<file path="config.mk">
export PLATFORM = sky130hd
export DESIGN_NAME = btn_mode_ctrl
export DESIGN_NICKNAME = d
export VERILOG_FILES = /design/src/rtl/btn_mode_ctrl_pkg.sv /design/src/rtl/btn_sync.sv /design/src/rtl/btn_mode_ctrl.sv
export SDC_FILE = /design/constraint.sdc
export NUM_CORES = 1
export LEC_CHECK = 0
export ABC_CLOCK_PERIOD_IN_PS = 1300
export CORE_ASPECT_RATIO = 1.25
export CORE_MARGIN = 5
export CORE_UTILIZATION = 40
export DETAILED_ROUTE_END_ITERATION = 10
export GPL_TIMING_DRIVEN = 0
export PLACE_DENSITY = 0.71
export SETUP_SLACK_MARGIN = 0.3
export SYNTH_ARGS = -nofsm -noshare
export SYNTH_HDL_FRONTEND = slang
export SYNTH_HIERARCHICAL = 1
export SYNTH_SLANG_ARGS = --single-unit
</file>
<file path="constraint.sdc">
create_clock -name CLOCK -period 1.3 [get_ports CLOCK]
set_input_delay 0.39 -clock CLOCK [delete_from_list [all_inputs] [get_ports CLOCK]]
set_output_delay 0.39 -clock CLOCK [all_outputs]
set_load 0.1 [all_outputs]
</file>
<file path="src/rtl/btn_mode_ctrl_pkg.sv">
// Shared types for the front-panel button/mode controller.
//   btn_fsm_t  : press-handling state machine encoding
//   opr_mode_t : operation codes presented on MODE (0 = no operation)
//   BTN*_IDX   : default board button positions; button i selects mode i+1
package btn_mode_ctrl_pkg;

    typedef enum logic [1:0] {
        IDLE,
        QUALIFY,
        COMMIT,
        RELEASE_WAIT
    } btn_fsm_t;

    typedef enum logic [2:0] {
        RESET        = 3'd0,
        MUL          = 3'd1,
        LEADING_ONES = 3'd2,
        COUNT_ONES   = 3'd3,
        ADD          = 3'd4,
        SUB          = 3'd5
    } opr_mode_t;

    localparam int unsigned BTNC_IDX = 0;
    localparam int unsigned BTNU_IDX = 1;
    localparam int unsigned BTND_IDX = 2;
    localparam int unsigned BTNL_IDX = 3;
    localparam int unsigned BTNR_IDX = 4;

endpackage

</file>
<file path="src/rtl/btn_sync.sv">
// Multi-flop synchroniser for the raw push-button vector.
//   CLOCK      : system clock
//   CPU_RESETN : asynchronous, active-high reset; clears every stage
//   din        : raw asynchronous buttons
//   dout       : buttons after SYNC_STAGES flops
module btn_sync #(
    parameter int unsigned N_BTN       = 5,
    parameter int unsigned SYNC_STAGES = 2
) (
    input  logic             CLOCK,
    input  logic             CPU_RESETN,
    input  logic [N_BTN-1:0] din,
    output logic [N_BTN-1:0] dout
);

    logic [SYNC_STAGES-1:0][N_BTN-1:0] stages;

    always_ff @(posedge CLOCK or posedge CPU_RESETN) begin
        if (CPU_RESETN) begin
            stages <= '0;
        end else begin
            stages <= {stages[SYNC_STAGES-2:0], din};
        end
    end

    assign dout = stages[SYNC_STAGES-1];

endmodule

</file>
<file path="src/rtl/btn_mode_ctrl.sv">
// Button-driven operation-mode controller.
// Synchronises N_BTN buttons, optionally debounces them, picks the lowest
// pressed index and registers a new mode code plus a snapshot of SW once per
// physical press.
//   CLOCK        : system clock
//   CPU_RESETN   : asynchronous, active-high reset
//   SW           : switch operand, captured on commit
//   BTN          : raw buttons, active-high
//   MODE         : registered mode, 0 = no operation, button i -> i+1
//   OPERAND      : SW captured at commit
//   MODE_CHANGED : one-cycle pulse with the first cycle of new MODE/OPERAND
//   BUSY         : registered indication that a press is being handled
// Build option: define BTN_MODE_CTRL_DEBOUNCE_EN to enable the debounce
// counter (press and release each need DEBOUNCE_CYCLES stable cycles).
// Without it, a synchronised press commits at once and the first released
// cycle re-arms the controller.
module btn_mode_ctrl import btn_mode_ctrl_pkg::*; #(
    parameter int unsigned WIDTH           = 16,
    parameter int unsigned N_BTN           = 5,
    parameter int unsigned SYNC_STAGES     = 2,
    parameter int unsigned DEBOUNCE_CYCLES = 4,
    localparam int unsigned MODE_W         = $clog2(N_BTN + 1)
) (
    input  logic              CLOCK,
    input  logic              CPU_RESETN,
    input  logic [WIDTH-1:0]  SW,
    input  logic [N_BTN-1:0]  BTN,
    output logic [MODE_W-1:0] MODE,
    output logic [WIDTH-1:0]  OPERAND,
    output logic              MODE_CHANGED,
    output logic              BUSY
);

    localparam int unsigned IDX_W = (N_BTN > 1) ? $clog2(N_BTN) : 1;

    if (SYNC_STAGES < 2 || DEBOUNCE_CYCLES < 1) begin : g_param_check
        $error("btn_mode_ctrl: SYNC_STAGES must be >= 2 and DEBOUNCE_CYCLES >= 1");
    end

    logic [N_BTN-1:0] bs;
    logic [IDX_W-1:0] cand;
    logic [IDX_W-1:0] cand_q, cand_d;
    btn_fsm_t         state_q, state_d;

    logic [MODE_W-1:0] mode_d;
    logic [WIDTH-1:0]  operand_d;
    logic              changed_d;
    logic              busy_d;

    btn_sync #(
        .N_BTN      (N_BTN),
        .SYNC_STAGES(SYNC_STAGES)
    ) u_btn_sync (
        .CLOCK     (CLOCK),
        .CPU_RESETN(CPU_RESETN),
        .din       (BTN),
        .dout      (bs)
    );

    // Lowest set index wins; scanning downwards leaves the lowest one last.
    always_comb begin
        cand = '0;
        for (int i = N_BTN - 1; i >= 0; i--) begin
            if (bs[i]) begin
                cand = IDX_W'(i);
            end
        end
    end

`ifdef BTN_MODE_CTRL_DEBOUNCE_EN
    localparam int unsigned CNT_W = $clog2(DEBOUNCE_CYCLES + 1);

    logic [CNT_W-1:0] cnt_q, cnt_d;

    always_comb begin
        state_d = state_q;
        cand_d  = cand_q;
        cnt_d   = cnt_q;
        unique case (state_q)
            IDLE: begin
                if (bs != '0) begin
                    state_d = QUALIFY;
                    cand_d  = cand;
                    cnt_d   = CNT_W'(1);
                end
            end
            QUALIFY: begin
                // Any change of the winning button restarts the press from scratch.
                if (bs == '0 || cand != cand_q) begin
                    state_d = IDLE;
                    cnt_d   = '0;
                end else if (cnt_q == CNT_W'(DEBOUNCE_CYCLES)) begin
                    state_d = COMMIT;
                end else begin
                    cnt_d = cnt_q + 1'b1;
                end
            end
            COMMIT: begin
                state_d = RELEASE_WAIT;
                cnt_d   = '0;
            end
            RELEASE_WAIT: begin
                if (cnt_q == CNT_W'(DEBOUNCE_CYCLES)) begin
                    state_d = IDLE;
                    cnt_d   = '0;
                end else if (bs != '0) begin
                    cnt_d = '0;
                end else begin
                    cnt_d = cnt_q + 1'b1;
                end
            end
            default: begin
                state_d = IDLE;
                cnt_d   = '0;
            end
        endcase
    end

    always_ff @(posedge CLOCK or posedge CPU_RESETN) begin
        if (CPU_RESETN) begin
            cnt_q <= '0;
        end else begin
            cnt_q <= cnt_d;
        end
    end
`else
    always_comb begin
        state_d = state_q;
        cand_d  = cand_q;
        unique case (state_q)
            IDLE: begin
                if (bs != '0) begin
                    state_d = COMMIT;
                    cand_d  = cand;
                end
            end
            QUALIFY: begin
                state_d = IDLE;
            end
            COMMIT: begin
                state_d = RELEASE_WAIT;
            end
            RELEASE_WAIT: begin
                if (bs == '0) begin
                    state_d = IDLE;
                end
            end
            default: begin
                state_d = IDLE;
            end
        endcase
    end
`endif

    // Output decode; every output is registered below, so nothing from BTN/SW
    // reaches a port combinationally.
    always_comb begin
        mode_d    = MODE;
        operand_d = OPERAND;
        changed_d = 1'b0;
        busy_d    = (state_q != IDLE);
        if (state_q == COMMIT) begin
            mode_d    = MODE_W'(cand_q) + MODE_W'(1);
            operand_d = SW;
            changed_d = 1'b1;
        end
    end

    always_ff @(posedge CLOCK or posedge CPU_RESETN) begin
        if (CPU_RESETN) begin
            state_q      <= IDLE;
            cand_q       <= '0;
            MODE         <= MODE_W'(RESET);
            OPERAND      <= '0;
            MODE_CHANGED <= 1'b0;
            BUSY         <= 1'b0;
        end else begin
            state_q      <= state_d;
            cand_q       <= cand_d;
            MODE         <= mode_d;
            OPERAND      <= operand_d;
            MODE_CHANGED <= changed_d;
            BUSY         <= busy_d;
        end
    end

endmodule

</file>
==> results of run 1 <==
==> through the flow <==
step | std cells | utilization | setup WS, ns | hold WS (ns)
3_3_place_gp | 167 | 0.6118 | -0.6190 | 0.3321
5_1_grt | 191 | 0.7713 | -0.2028 | 0.3541
4_1_cts | 187 | 0.7595 | -0.1708 | 0.3503
3_5_place_dp | 167 | 0.6118 | -0.6201 | 0.3347
2_1_floorplan | 87 | - | -0.1148 | 0.2302
6_report | 191 | 0.7713 | -0.1569 | 0.3491
==> worst max-delay path, stage by stage, from the launching register on <==
cell     delay, ns
dfrtp_1       0.37
buf_6         0.11
or4_4         0.57
o31ai_4       0.19
o21ai_1       0.09
==> synthesized netlist by cell type (2+ instances only) <==
cell and instances:
nor2_1 4, mux2_2 17, a21oi_1 4, buf_4 5, inv_1 7, dfrtp_1 36
buf_2 2
==> layout make-up <==
class                      count  area, um^2  share of cell area
sequential                    36       979.7              0.3977
timing repair buffer          58       792.0              0.3215
multi-input combinational     37       420.4              0.1706
buffer                         7       80.08             0.03250
clock buffer                   6       72.57             0.02946
tap                           37       46.29             0.01879
clock inverter                 2       35.03             0.01422
inverter                       7       30.03             0.01219
timing repair inverter         1       7.507            0.003047
==> repair_timing <==
action                     CTS  global route
setup buffers               11             3
setup endpoints to repair   71            66
pin swaps                    3             0
gates resized for setup    202             3
gates cloned                 1             1
==> state kept, by name, summed over array words and instances, names as in the netlist <==
register / flops
BUSY: 1
MODE: 3
MODE_CHANGED: 1
OPERAND: 16
cand_q: 3
state_q: 2
u_btn_sync/dout: 5
u_btn_sync/stages: 5
==> worst max path at each step <==
stage	end	slack, ns
2_1_floorplan	state_q[1]	-0.11
3_3_place_gp	OPERAND[8]	-0.62
3_5_place_dp	OPERAND[8]	-0.62
4_1_cts	state_q[1]	-0.17
5_1_grt	state_q[1]	-0.20
6_report	state_q[1]	-0.16
==> kinds of logic after synthesis <==
group / count (synthesis)
buffers and inverters: 14
xor gates and xnor gates: 1
muxes: 18
adders and majority gates: 1
and+or+nand+nor: 8
AOI/OAI and AO/OA: 9
DFF: 36
==> layer usage <==
metal / track usage / vias to the layer above / part of all wire
met5: 0 / - / 0
met4: 0.07311 / 0 / 0.021
met3: 0.05556 / 5 / 0.073
met2: 0.2741 / 36 / 0.55
met1: 0.1446 / 436 / 0.36
li1: - / 417 / -
==> results.json, run 1 <==
{
  "antennaDiodeCount": 0,
  "nets": 177,
  "detail-route-antenna-nets": 0,
  "setup_viol": 36,
  "critPathLaunch": "u_btn_sync/dout[1]",
  "worst_pin_slew_ns": 0.3565,
  "clock_path_buffers": 2,
  "drtIter0Drc": 20,
  "startpoint_type": "register",
  "yosys.area_share.xor_xnor": 0.006648,
  "dieArea_um2": 4549,
  "die_w_um": 61.33,
  "finalSetupTns_ns": -1.830,
  "cts_hold_buf": 0,
  "clock_latency_ns": 0.29,
  "initial_core_util": 0.4125,
  "slew_headroom": 0.7621,
  "yosys.area.top_type_share": 0.6838,
  "hold_path_end": "u_btn_sync/dout[1]",
  "placed_cell_area_um2": 1954,
  "layout_setup_ws_ns": -0.1569,
  "skew_ns": 0.01064,
  "area_delta_synth_final_pct": 86.99,
  "reg2regPathDepth": 4,
  "hp-start": "u_btn_sync/stages[1]",
  "synth-compound-area-share": 0.05603,
  "clockRootBuffer": "clkbuf_8",
  "crit_path_end_kind": "register",
  "tritoncts": "done",
  "clk_pin_slew_worst_paths_ns": 0.07,
  "r2r_slack_ns": -0.16,
  "criticalPathCategory": "register to register",
  "hpwl_um": 1930,
  "wl_per_cell_um": 16.60,
  "synthCells": 87,
  "yosysWarnings": 6,
  "synth.distinct_cells": 19,
  "place.gp.congestion": 0.7580,
  "core_area_um2": 3194,
  "finalCritPeriodShare": 1.121,
  "most-common-layout-cells": "buf_12 (22), clkdlybuf4s50_1 (22), dfrtp_4 (21), mux2_4 (17), dfrtp_1 (15)",
  "period_minus_slack_ns": 1.457,
  "hold_depth": 0,
  "drive_gt1_frac": 0.6494,
  "wl_um": 3171,
  "dieHeight_um": 74.17,
  "cap_violations": 0,
  "synth-simple-area-share": 0.03514,
  "cts_buffers": 5,
  "rows": 23,
  "gr-total-overflow": 0,
  "async_reset_ff_frac": 1.000,
  "ioPinCount": 44,
  "final_area_um2": 2464,
  "synth_top_family_by_area": "multiplexers",
  "critical_path_arrival_ns": 1.62,
  "muxShareOfSynthArea": 0.1529,
  "synth_edf_count": 0,
  "grt_pass1_wl_um": 4685,
  "synth_nets": 111,
  "antenna_found_initial": 0,
  "timing.rr.end": "state_q[1]",
  "numPortBuffers": 43,
  "synthAdderAreaFrac": 0.009497,
  "r2r-start": "u_btn_sync/dout[1]",
  "rsz0062_at_grt": "yes",
  "cp.required_ns": 1.47,
  "synth_ff_type": "dfrtp_1",
  "htree_levels": 2,
  "vias_per_cell": 4.681,
  "yosys-top-cells-area": "dfrtp_1 (68%), mux2_2 (15%), buf_4 (2.8%)",
  "grt_pass1_vias": 991,
  "vias": 894,
  "syn_area_per_cell_um2": 15.14,
  "synth.largest_area_cell": "dfrtp_1",
  "hold_viol": 0,
  "violations": "negative setup slack",
  "cp_max_fo": 4,
  "drc": 0,
  "drtPass1Iterations": 2,
  "synth_seq_cells": 36,
  "grt.total_usage": 0.1504,
  "cts_num_sinks": 36,
  "yosysSeqAreaShare": 0.6838,
  "drv_slew": 0,
  "fillers": 188,
  "synthesis.area_um2": 1318,
  "status": "finished, violations left",
  "grt_start_max_net_pins": 27,
  "hold_path.class": "register to register",
  "fmax_ghz": 0.6864
}
Power of run 1 is left out: the tool's default activity adds up to more than one toggle a clock period on the data nets, which glitch-free logic cannot reach.
==> run 2: changes to the inputs <==
GPL_ROUTABILITY_DRIVEN = 0   (was default)
GPL_TIMING_DRIVEN = default   (was 0)
TNS_END_PERCENT = 30   (was default)
==> run 2 against run 1 <==
- the run still ends with negative setup slack left
- die area stayed put
- sequential cell count stayed put
- non-clock buffer count is 13 lower
- count of clock-buffer cells in the layout stayed put
- clock skew is 0.0064 ns lower
- worst setup slack better by 0.095 ns
- maximum frequency is 7.0% higher
- hold slack hardly changed
- via count is 6.5% lower
- global-route usage is 2.0 points lower
- design area is 8.9% lower
- critical endpoint unchanged
- largest cell class unchanged
==> results.json, run 2 (synthesis gave the netlist of run 1 again) <==
{
  "drtPass1Iterations": 4,
  "setup_viol": 13,
  "regMostFlops": "OPERAND",
  "skew_ns": 0.004275,
  "clock_path_buffers": 2,
  "initial_core_util": 0.4125,
  "crit_family": "simple AND/OR/NAND/NOR gates",
  "nets": 163,
  "drtIter0Drc": 13,
  "grt_pass1_wl_um": 4195,
  "tritoncts": "done",
  "cts_num_sinks": 36,
  "detail-route-antenna-nets": 0,
  "core_area_um2": 3194,
  "antenna_found_initial": 0,
  "htree_levels": 2,
  "finalCritPeriodShare": 1.048,
  "period_minus_slack_ns": 1.362,
  "wl_per_cell_um": 15.50,
  "clockRootBuffer": "clkbuf_8",
  "cts_hold_buf": 0,
  "grt_pass1_vias": 909,
  "numPortBuffers": 43,
  "cp_slowest_cell": "or4_4",
  "status": "finished, violations left",
  "criticalPathCategory": "register to register",
  "cts_buffers": 5,
  "slew_headroom": 0.7650,
  "dieHeight_um": 74.17,
  "max_stage_delay_ns": 0.58,
  "fin_hold_ws_ns": 0.3489,
  "hold_path.class": "register to register",
  "crit_path_end_kind": "register",
  "final_common_cell": "dfrtp_1",
  "critical_path_arrival_ns": 1.52,
  "startpoint_type": "register",
  "die_w_um": 61.33,
  "antennaDiodeCount": 0,
  "largest_register_ffs": 16,
  "fmax_ghz": 0.7342,
  "worst_pin_slew_ns": 0.3522,
  "cp_max_fo": 4,
  "critPathBufInv": 0,
  "layout_setup_ws_ns": -0.06202,
  "violations": "negative setup slack",
  "pre_cts_ws_ns": -0.06911,
  "cap_violations": 0,
  "area_delta_synth_final_pct": 70.28,
  "hold_viol": 0,
  "grt_start_max_net_pins": 22,
  "drc": 0,
  "vias": 836,
  "path_cells": "or4_4, o31ai_4, o21ai_1",
  "gr-total-overflow": 0,
  "most-common-layout-cells": "dfrtp_1 (27), clkdlybuf4s50_1 (22), buf_12 (22), mux2_4 (17), dfrtp_4 (9)",
  "drive_gt1_frac": 0.4929,
  "grt.total_usage": 0.1301,
  "fillers": 216,
  "clk_pin_slew_worst_paths_ns": 0.07,
  "drv_slew": 0,
  "hpwl_um": 1985,
  "cp.required_ns": 1.46,
  "wl_um": 2744,
  "ioPinCount": 44,
  "vias_per_cell": 4.723,
  "dieArea_um2": 4549,
  "rsz0062_at_grt": "yes",
  "rows": 23,
  "clock_latency_ns": 0.28
}
-- run 2: changes by cell type in the layout (fill, tap and decap cells not counted), moves of 2 or more --
cell	before	now
nor2_2	2	0
dfrtp_4	21	9
a21oi_1	2	4
dfrtp_1	15	27
buf_4	12	8
nor2_1	2	4
clkinvlp_4	2	0
a21oi_2	2	0
buf_6	7	0
-- run 2: through the flow --
step / setup TNS [ns] / cells / area (um^2) / utilization
floorplan: -0.3150 / 87 / 1355 / -
global placement: -0.02829 / 168 / 2063 / 0.6459
detailed placement: -0.1057 / 168 / 2063 / 0.6459
CTS: -0.5719 / 177 / 2216 / 0.6937
global route: -0.9581 / 177 / 2243 / 0.7023
finish: -0.4365 / 177 / 2243 / 0.7023
-- run 2: timing repair --
item	4_1_cts	5_1_grt
endpoints found under the setup margin	45	45
pin swaps	2	0
buffers inserted	1	0
gates resized for setup	10	8
-- run 2: metal layers --
layer / GRT usage / vias up / part of all wire
met5: 0 / - / 0
li1: - / 387 / -
met4: 0.05660 / 0 / 0.019
met3: 0.05556 / 6 / 0.089
met2: 0.2176 / 35 / 0.53
met1: 0.1422 / 408 / 0.37
-- run 2: final timing paths --
check | slack [ns] | from | endpoint | cells past startpoint
min in group asynchronous | 0.41 | CPU_RESETN | u_btn_sync/stages[0] | 2
max in group asynchronous | 0.62 | CPU_RESETN | OPERAND[0] | 3
setup reg to reg | -0.06 | u_btn_sync/dout[0] | state_q[1] | 3
hold reg to reg | 0.35 | u_btn_sync/stages[3] | u_btn_sync/dout[3] | 0
setup / recovery | -0.06 | u_btn_sync/dout[0] | state_q[1] | 3
hold / removal | 0.35 | u_btn_sync/stages[3] | u_btn_sync/dout[3] | 0
-- run 2: cell type report --
cell class / instances / area (um^2) / area share
Timing Repair Buffer: 52 / 720.7 / 0.3212
Inverter: 7 / 26.28 / 0.01171
Tap cell: 37 / 46.29 / 0.02064
Clock inverter: 2 / 35.03 / 0.01562
Multi-Input combinational cell: 37 / 407.9 / 0.1818
Clock buffer: 6 / 72.57 / 0.03235
Sequential cell: 36 / 934.6 / 0.4166
-- run 2: worst register-to-register path, delay by kind of cell (launching register included) --
family           cells  cell delay [ns]
AND/OR/NAND/NOR      1             0.58
flip-flops           1             0.37
AO/OA/AOI/OAI        2             0.29
Power of run 2 is left out for the same reason.
==> run 3: changes to the inputs <==
CORE_UTILIZATION = 49   (was 40)
DONT_BUFFER_PORTS = 1   (was default)
PLACE_DENSITY = 0.63   (was 0.71)
==> run 3 against run 2 <==
- the flow still finishes with violations (negative setup slack)
- routed wire length is 25% lower
- worst setup slack worse by 0.041 ns
- critical path depth stayed put
- sequential cell count stayed put
- utilization is 5.2 points lower
- first-iteration DRC count is 54% lower
- sequential share of layout area is 13 points higher
- hold slack worse by 0.27 ns
- design area is 24% lower
==> results.json, run 3 (synthesis gave the netlist of run 1 again) <==
{
  "rows": 21,
  "hold_path.class": "primary input to register",
  "grt.total_usage": 0.1248,
  "cts_num_sinks": 36,
  "vias_per_cell": 5.077,
  "die_w_um": 56.38,
  "fillers": 197,
  "final_common_cell": "dfrtp_1",
  "final_util": 0.6500,
  "dp_cells": 133,
  "clock_latency_ns": 0.33,
  "initial_core_util": 0.5014,
  "cp_max_fo": 4,
  "core_area_um2": 2628,
  "critical_path_arrival_ns": 1.62,
  "numPortBuffers": 0,
  "status": "finished, violations left",
  "drive_gt1_frac": 0.5229,
  "wl_um": 2054,
  "nets": 132,
  "violations": "negative setup slack",
  "startpoint_type": "register",
  "gr-total-overflow": 0,
  "wl_per_cell_um": 14.36,
  "fmax_ghz": 0.7126,
  "htree_levels": 2,
  "max_stage_delay_ns": 0.58,
  "drtIter0Drc": 6,
  "clk_pin_slew_worst_paths_ns": 0.10,
  "criticalPathCategory": "register to register",
  "grt_pass1_wl_um": 3436,
  "regMostFlops": "OPERAND",
  "r2r-start": "u_btn_sync/dout[0]",
  "final_cell_count_no_fill": 143,
  "skew_ns": 0.007860,
  "ioPinCount": 44,
  "regArea_um2": 934.6,
  "placed_cell_area_um2": 1577,
  "layout_setup_ws_ns": -0.1034,
  "rsz0062_at_grt": "yes",
  "reg2regPathDepth": 3,
  "hold_path_end": "u_btn_sync/stages[4]",
  "clockRootBuffer": "clkbuf_4",
  "antennaDiodeCount": 0,
  "dieArea_um2": 3832,
  "cap_violations": 0,
  "pre_cts_ws_ns": -0.07908,
  "grt_start_max_net_pins": 27,
  "grt_pass1_vias": 783,
  "hp-start": "BTN[4]",
  "final_area_um2": 1708,
  "slew_headroom": 0.7610,
  "dieHeight_um": 67.98,
  "drv_slew": 0,
  "r2r_slack_ns": -0.10,
  "drtPass1Iterations": 2,
  "finalCritPeriodShare": 1.080,
  "cts_buffers": 5,
  "antenna_found_initial": 0,
  "tritoncts": "done",
  "drc": 0,
  "detail-route-antenna-nets": 0,
  "cp_slowest_cell": "or4_4",
  "vias": 726,
  "crit_path_end_kind": "register",
  "area_delta_synth_final_pct": 29.63,
  "hold_viol": 0,
  "multi_input_area_um2": 342.8,
  "period_minus_slack_ns": 1.403,
  "setup_viol": 22,
  "largest_register_ffs": 16,
  "hold_depth": 0,
  "worst_pin_slew_ns": 0.3581,
  "most-common-layout-cells": "dfrtp_1 (27), mux2_2 (17), dfrtp_4 (9), buf_12 (9)",
  "timing.rr.end": "state_q[1]",
  "path_cells": "or4_4, o31ai_4, o21ai_1",
  "clock_path_buffers": 2,
  "cp.required_ns": 1.51
}
-- run 3: final cells by class --
| cell class | count | area share |
|---|---|---|
| timing repair buffer | 21 | 0.1773 |
| tap | 34 | 0.02491 |
| multi-input combinational | 37 | 0.2007 |
| inverter | 7 | 0.01538 |
| clock buffer | 8 | 0.03443 |
| sequential | 36 | 0.5473 |
-- run 3: per-stage QoR --
stage | hold slack [ns] | TNS (ns)
detailed placement | 0.2698 | -0.1542
global route | 0.04775 | -1.977
CTS | 0.06028 | -1.147
finish | 0.08061 | -0.7270
floorplan | 0.2302 | -0.3150
global placement | 0.2551 | -0.02586
-- run 3: routing by layer --
layer	global-route usage	share of wire
met5	0	0
met4	0.08012	0.037
met3	0.08113	0.12
met2	0.2047	0.51
met1	0.1153	0.33
-- run 3: worst max path at each step --
stage | start | slack (ns) | depth (start not counted) | endpoint
final | u_btn_sync/dout[0] | -0.10 | 3 | state_q[1]
after global routing | u_btn_sync/dout[0] | -0.16 | 3 | state_q[1]
after CTS | OPERAND[13] | -0.09 | 0 | OPERAND[13]
after floorplan | u_btn_sync/dout[0] | -0.11 | 4 | state_q[1]
after detailed placement | u_btn_sync/dout[0] | -0.08 | 3 | state_q[1]
after global placement | u_btn_sync/dout[0] | -0.03 | 3 | state_q[1]
-- run 3: what timing repair did --
action,CTS,global route
gates resized for setup,12,2
setup endpoints to repair,45,46
endpoints found under the hold margin,36,0
setup buffers,0,1
pin swaps,1,1
hold buffers,1,0
-- run 3: worst max-delay path, delay by kind of cell (launching register included) --
kind	cells	cell delay, ns
DFF	1	0.39
and+or+nand+nor	1	0.58
AOI/OAI and AO/OA	2	0.32
Power of run 3 is left out for the same reason.
